==> src/rtl/multicycle_adder_nb_if.sv <==
// Request/response bus for the multicycle adder: operands in, result and flags out.
// Latency: none, this is wiring only.
// Backpressure: valid_i/ready_o on the request side, valid_o/ready_i on the result side.
interface multicycle_adder_nb_if #(
    parameter int N = 32
);
    logic         valid_i;
    logic         ready_o;
    logic         carry_i;
    logic         inv_b_i;
    logic [N-1:0] opa_i;
    logic [N-1:0] opb_i;
    logic         valid_o;
    logic         ready_i;
    logic [N-1:0] res_o;
    logic         carry_o;
    logic         overflow_o;
    logic         zero_o;

    // Adder side: consumes requests, produces results.
    modport slave (
        input  valid_i, carry_i, inv_b_i, opa_i, opb_i, ready_i,
        output ready_o, valid_o, res_o, carry_o, overflow_o, zero_o
    );

    // Requester side: produces requests, consumes results.
    modport master (
        output valid_i, carry_i, inv_b_i, opa_i, opb_i, ready_i,
        input  ready_o, valid_o, res_o, carry_o, overflow_o, zero_o
    );
endinterface

==> src/rtl/multicycle_adder_nb.sv <==
// N-bit add/subtract done CHUNK bits per cycle, with carry, signed overflow and zero flags.
// Latency: N/CHUNK cycles from accept to valid_o; initiation interval N/CHUNK+1.
// Backpressure: result held indefinitely while ready_i=0; ready_o only high when idle.
module multicycle_adder_nb #(
    parameter int N     = 32,
    parameter int CHUNK = 8
) (
    input  logic                 clk_i,
    input  logic                 rst_i,
    multicycle_adder_nb_if.slave bus
);
    localparam int SLICES = N / CHUNK;
    localparam int CW     = (SLICES > 1) ? $clog2(SLICES) : 1;

    localparam logic [1:0] ST_IDLE = 2'd0;
    localparam logic [1:0] ST_RUN  = 2'd1;
    localparam logic [1:0] ST_DONE = 2'd2;

    logic [1:0]   state_q, state_d;
    logic [N-1:0] opa_q, opa_d;
    logic [N-1:0] opb_q, opb_d;
    logic [N-1:0] acc_q, acc_d;
    logic [N-1:0] res_q, res_d;
    logic         carry_q, carry_d;
    logic         cout_q, cout_d;
    logic         ovf_q, ovf_d;
    logic         zero_q, zero_d;
    logic [CW-1:0] cnt_q, cnt_d;

    logic [CHUNK:0] slice_sum;
    logic [N-1:0]   acc_next;
    logic           last_slice;
    logic           a_msb, b_msb, r_msb;

    // Slice datapath: operands are shifted right each cycle so the active
    // slice is always in the low CHUNK bits; sums enter the accumulator from the top.
    always_comb begin
        slice_sum  = {1'b0, opa_q[CHUNK-1:0]} + {1'b0, opb_q[CHUNK-1:0]}
                   + {{CHUNK{1'b0}}, carry_q};
        acc_next   = N'({slice_sum[CHUNK-1:0], acc_q} >> CHUNK);
        last_slice = (cnt_q == CW'(SLICES - 1));
        // On the last slice the low bits hold operand/result bit N-1.
        a_msb      = opa_q[CHUNK-1];
        b_msb      = opb_q[CHUNK-1];
        r_msb      = slice_sum[CHUNK-1];
    end

    // Next-state and datapath register updates for IDLE -> RUN -> DONE.
    always_comb begin
        state_d = state_q;
        opa_d   = opa_q;
        opb_d   = opb_q;
        acc_d   = acc_q;
        res_d   = res_q;
        carry_d = carry_q;
        cout_d  = cout_q;
        ovf_d   = ovf_q;
        zero_d  = zero_q;
        cnt_d   = cnt_q;
        unique case (state_q)
            ST_IDLE: begin
                if (bus.valid_i) begin
                    opa_d   = bus.opa_i;
                    opb_d   = bus.inv_b_i ? ~bus.opb_i : bus.opb_i;
                    carry_d = bus.inv_b_i ^ bus.carry_i;
                    cnt_d   = '0;
                    state_d = ST_RUN;
                end
            end
            ST_RUN: begin
                opa_d   = opa_q >> CHUNK;
                opb_d   = opb_q >> CHUNK;
                acc_d   = acc_next;
                carry_d = slice_sum[CHUNK];
                if (last_slice) begin
                    // Publish only the finished result; partial sums stay internal.
                    res_d   = acc_next;
                    cout_d  = slice_sum[CHUNK];
                    ovf_d   = (a_msb == b_msb) && (r_msb != a_msb);
                    zero_d  = ~|acc_next;
                    state_d = ST_DONE;
                end else begin
                    cnt_d = cnt_q + CW'(1);
                end
            end
            ST_DONE: begin
                if (bus.ready_i) begin
                    state_d = ST_IDLE;
                end
            end
            default: begin
                state_d = ST_IDLE;
            end
        endcase
    end

    // State registers; reset aborts any operation in flight.
    always_ff @(posedge clk_i) begin
        if (rst_i) begin
            state_q <= ST_IDLE;
            opa_q   <= '0;
            opb_q   <= '0;
            acc_q   <= '0;
            res_q   <= '0;
            carry_q <= 1'b0;
            cout_q  <= 1'b0;
            ovf_q   <= 1'b0;
            zero_q  <= 1'b0;
            cnt_q   <= '0;
        end else begin
            state_q <= state_d;
            opa_q   <= opa_d;
            opb_q   <= opb_d;
            acc_q   <= acc_d;
            res_q   <= res_d;
            carry_q <= carry_d;
            cout_q  <= cout_d;
            ovf_q   <= ovf_d;
            zero_q  <= zero_d;
            cnt_q   <= cnt_d;
        end
    end

    assign bus.ready_o    = (state_q == ST_IDLE);
    assign bus.valid_o    = (state_q == ST_DONE);
    assign bus.res_o      = res_q;
    assign bus.carry_o    = cout_q;
    assign bus.overflow_o = ovf_q;
    assign bus.zero_o     = zero_q;
endmodule

==> src/flat_wrapper.sv <==
// flat-port wrapper written by rule: the top's interface ports become plain ports
module multicycle_adder_nb_flat 
#(
    parameter int N     = 32,
    parameter int CHUNK = 8
)
  (clk_i, rst_i, bus_valid_i, bus_carry_i, bus_inv_b_i, bus_opa_i, bus_opb_i, bus_ready_i, bus_ready_o, bus_valid_o, bus_res_o, bus_carry_o, bus_overflow_o, bus_zero_o);
  multicycle_adder_nb_if #(.N(N)) bus_i ();
  input  logic clk_i;
  input  logic rst_i;
  input wire logic [$bits(bus_i.valid_i)-1:0] bus_valid_i;
  input wire logic [$bits(bus_i.carry_i)-1:0] bus_carry_i;
  input wire logic [$bits(bus_i.inv_b_i)-1:0] bus_inv_b_i;
  input wire logic [$bits(bus_i.opa_i)-1:0] bus_opa_i;
  input wire logic [$bits(bus_i.opb_i)-1:0] bus_opb_i;
  input wire logic [$bits(bus_i.ready_i)-1:0] bus_ready_i;
  output wire logic [$bits(bus_i.ready_o)-1:0] bus_ready_o;
  output wire logic [$bits(bus_i.valid_o)-1:0] bus_valid_o;
  output wire logic [$bits(bus_i.res_o)-1:0] bus_res_o;
  output wire logic [$bits(bus_i.carry_o)-1:0] bus_carry_o;
  output wire logic [$bits(bus_i.overflow_o)-1:0] bus_overflow_o;
  output wire logic [$bits(bus_i.zero_o)-1:0] bus_zero_o;
  assign bus_i.valid_i = bus_valid_i;
  assign bus_i.carry_i = bus_carry_i;
  assign bus_i.inv_b_i = bus_inv_b_i;
  assign bus_i.opa_i = bus_opa_i;
  assign bus_i.opb_i = bus_opb_i;
  assign bus_i.ready_i = bus_ready_i;
  assign bus_ready_o = bus_i.ready_o;
  assign bus_valid_o = bus_i.valid_o;
  assign bus_res_o = bus_i.res_o;
  assign bus_carry_o = bus_i.carry_o;
  assign bus_overflow_o = bus_i.overflow_o;
  assign bus_zero_o = bus_i.zero_o;
  multicycle_adder_nb #(.N(N), .CHUNK(CHUNK)) u_core (.clk_i(clk_i), .rst_i(rst_i), .bus(bus_i));
endmodule
==> config.mk <==
export PLATFORM = sky130hd
export DESIGN_NAME = multicycle_adder_nb_flat
export DESIGN_NICKNAME = d
export VERILOG_FILES = /design/src/rtl/multicycle_adder_nb_if.sv /design/src/rtl/multicycle_adder_nb.sv /design/src/flat_wrapper.sv
export SDC_FILE = /design/constraint.sdc
export NUM_CORES = 1
export LEC_CHECK = 0
export ABC_AREA = 1
export BUFFER_PORTS_ARGS = -buffer_cell sky130_fd_sc_hd__buf_4
export CAP_MARGIN = 15
export CORE_MARGIN = 3
export CORE_UTILIZATION = 25
export DETAILED_ROUTE_END_ITERATION = 12
export HOLD_SLACK_MARGIN = 0.05
export REMOVE_ABC_BUFFERS = 1
export SYNTH_ARGS = -nofsm -noshare
export SYNTH_HDL_FRONTEND = slang
export SYNTH_SLANG_ARGS = --single-unit
==> constraint.sdc <==
create_clock -name clk_i -period 3.6 [get_ports clk_i]
set_clock_uncertainty 0.15 [all_clocks]
set_input_delay 0.54 -clock clk_i [delete_from_list [all_inputs] [get_ports clk_i]]
set_output_delay 0.54 -clock clk_i [all_outputs]
set_load 0.01 [all_outputs]
==> impl_results.md <==
* Final Cell Area at 7180 sq um
* Worst r2r src: u_core.carry_q
* Hold Crit Class: in -> reg
* Gr ovfl total at 0
* Die extent in x at about 160 um
* Die height at around 160 um
* Multi-input gate area at about 2500 sq um
* Worst-path fanout max at 2
* Yosys Warn Count at 0
* Crit end category: register
* Util after Layout at 0.327
* Worst Setup Path Type: reg -> reg
* Die area at ~24000 sq um
* # resized after CTS at 0
* Post-DP HPWL at slightly above 10000 um
* Lkg Pwr at approximately 3.1 nW
* Fill count at between 2000 and 2500
* PwrDens at slightly above 500 nW/um^2
* Number of global-route vias before repair at approximately 4600
* All-Layer GR Usage at 0.127
* Clock latency on the worst-skew pair at 0.41 ns
* Diode count at 0
* Main combinational cell family by area after synthesis: compound AO/OA/AOI/OAI gates
* Sequential area share after synthesis at 0.457
* Root buffer cell: clkbuf_16
* Largest net degree at the start of global routing at 59
* RD Place Congestion at 0.746
* Post-synthesis compound-gate area fraction at 0.189
* Hold Path Origin: bus_opa_i[24]
* Routed wire length per instance at roughly 14 um
* Global-route wire length before repair at 24400 um
* Rows at 54
* Commonest non-fill, non-tap cell in the layout: nand2_1
* Final Hold Fails at 0
* Critical-path cell list: inv_1 > fa_1 > inv_1 > fa_1 > nor2_4 > nand2_1 > nor2_1 > nand3_1 > nor2_1 > nand2_1 > a21oi_2
* Adder-Cell Fraction of Synth Area at 0.0250
* Fmax achieved at ~450 MHz
* Final period util at 0.624
* CTS sink cnt at between 100 and 150
* 1st-iter DRT viols at between 300 and 400
* Max-slew headroom at 0.532
* Register area at ~2600 sq um
* DP Area at about 6600 sq um
* DRC errors left at 0
* Min Tclk post-route at between 2 and 2.5 ns
* CTS tree: built
* Via/cell ratio at around 4.4
* Initial core utilization at 0.256
* Synth Area in Simple Gates at 0.185
* Yosys reg bits at about 130
* CTS HTree Levels at 4
* Multiplexer area fraction after synthesis at 0
* First-pass DRT Iterations at 7
* Syn-to-layout area delta at 27.9%
* Commonest cells after routing, fill and taps aside: nand2_1, dfxtp_1, buf_4
* TritonCTS buffer count at 17
* Pins Over Slew Limit at 0
* CP required at approximately 3.8 ns
* Yosys cell types at 33
* RSZ-0062 raised after global routing: false
* Synth Instances at roughly 740
* CP max stage delay at 0.45 ns
* Crit start category: register
* Post-CTS Hold Fix Bufs at 0
* Maxcap violations at 0
* Crit path from: u_core.carry_q
* DRT antenna net count at 0
* Post-synthesis cell area at ~5600 sq um
* # setup viols final at 0
* Total wire length at around 15000 um
* I/O Pins at approximately 110
* Port Buffers at about 110
* CTS max path bufs at 2
* Routed vias at 4932
* Reg clk slew, reported paths at 0.06 ns
* Crit path DAT at ~2.4 ns
* Slowest-stage cell, CP: fa_1
* Final Net Count at approximately 900
* XOR/XNOR Fraction of Synth Area at 0.0515
* Layout cells sized above 1 at 0.184
* Core area at ~22000 sq um
* Worst Tran Pin Value at ~0.7 ns
* Worst ir drop on vdd at roughly 260 uV
* Setup TNS at 0 ns
* Initial antenna violation count at 0
* Status: finished clean
* Mapped Avg Cell Area at ~7.6 sq um
* Hold Worst Slack at ~0.25 ns
* Setup Buffers After CTS at 0
-- critical path: cells and delay by family (launching register included) --
kind	cells	cell delay, ns
adder cells (fa/ha/maj)	2	0.86
flip-flops	1	0.33
AND/OR/NAND/NOR	6	0.55
AO/OA/AOI/OAI	1	0.11
buffers and inverters	2	0.16
-- state kept, by name (all words and copies together) (netlist names) --
| name | flops |
|---|---|
| u_core.cnt_q | 2 |
| u_core.bus.carry_o | 1 |
| u_core.bus.zero_o | 1 |
| u_core.state_q | 2 |
| u_core.opa_q | 32 |
| u_core.acc_q | 24 |
| u_core.bus.res_o | 32 |
| u_core.opb_q | 32 |
| u_core.carry_q | 1 |
| u_core.bus.overflow_o | 1 |
-- final cells by class --
| type | instances | share of cell area |
|---|---|---|
| multi-input cells | 486 | 0.353 |
| inverters | 77 | 0.0403 |
| clock buffers | 20 | 0.0622 |
| well taps | 280 | 0.0488 |
| repair buffers | 111 | 0.120 |
| flip-flops and latches | 128 | 0.357 |
| clock inverters | 11 | 0.0195 |
-- synthesized netlist by cell type, drive strengths merged --
master	count	area (sq um)
a21oi	54	274
inv	77	289
buf	33	185
o21ai	60	300
or2	1	6.26
fa	2	40.0
nand2	205	782
and2	1	6.26
nor2	25	106
nand3b	1	7.51
ha	8	100
nand3	22	110
a22oi	1	7.51
clkbuf	13	48.8
o21bai	2	15.0
xnor2	25	219
nand4	3	18.8
o221ai	1	8.76
o22ai	13	81.3
o211ai	27	203
xor2	8	70.1
a31oi	25	156
o21a	2	15.0
dfxtp	128	2560
-- path summary, 6_finish.rpt --
| kind | endpoint | slack (ns) | cells past startpoint |
|---|---|---|---|
| max | u_core.bus.zero_o | 1.35 | 11 |
| min | u_core.opa_q[24] | 0.25 | 3 |
| max reg2reg | u_core.bus.zero_o | 1.35 | 11 |
| min reg2reg | u_core.opa_q[31] | 0.31 | 2 |
-- stage by stage --
stage               cells  setup WS [ns]  total power [mW]
floorplan             691          0.141              1.86
global placement     1082           1.27              2.04
detailed placement   1082           1.28              2.05
CTS                  1113           1.32              3.77
global route         1113           1.04              3.91
finish               1113           1.35              3.73
-- cell families after synthesis --
kind of cell | after synthesis
flip-flops | 128
buffers and inverters | 123
AND/OR/NAND/NOR | 258
XOR/XNOR | 33
adder cells (fa/ha/maj) | 10
AO/OA/AOI/OAI | 185
-- report_power, final --
part	internal (mW)	switching, mW	leakage (nW)
logic	0.189	0.285	1.80
registers	1.50	0.0419	1.05
clock network	1.10	0.614	0.289
-- per-layer routing --
layer / GRT usage / share of wire / vias up
met3: 0.0261 / 0.047 / 10
li1: - / - / 2580
met5: 0 / 0 / -
met1: 0.178 / 0.48 / 2236
met4: 0.0315 / 0.0058 / 0
met2: 0.199 / 0.46 / 106
Note: power is estimated with default switching activity, not from simulation.
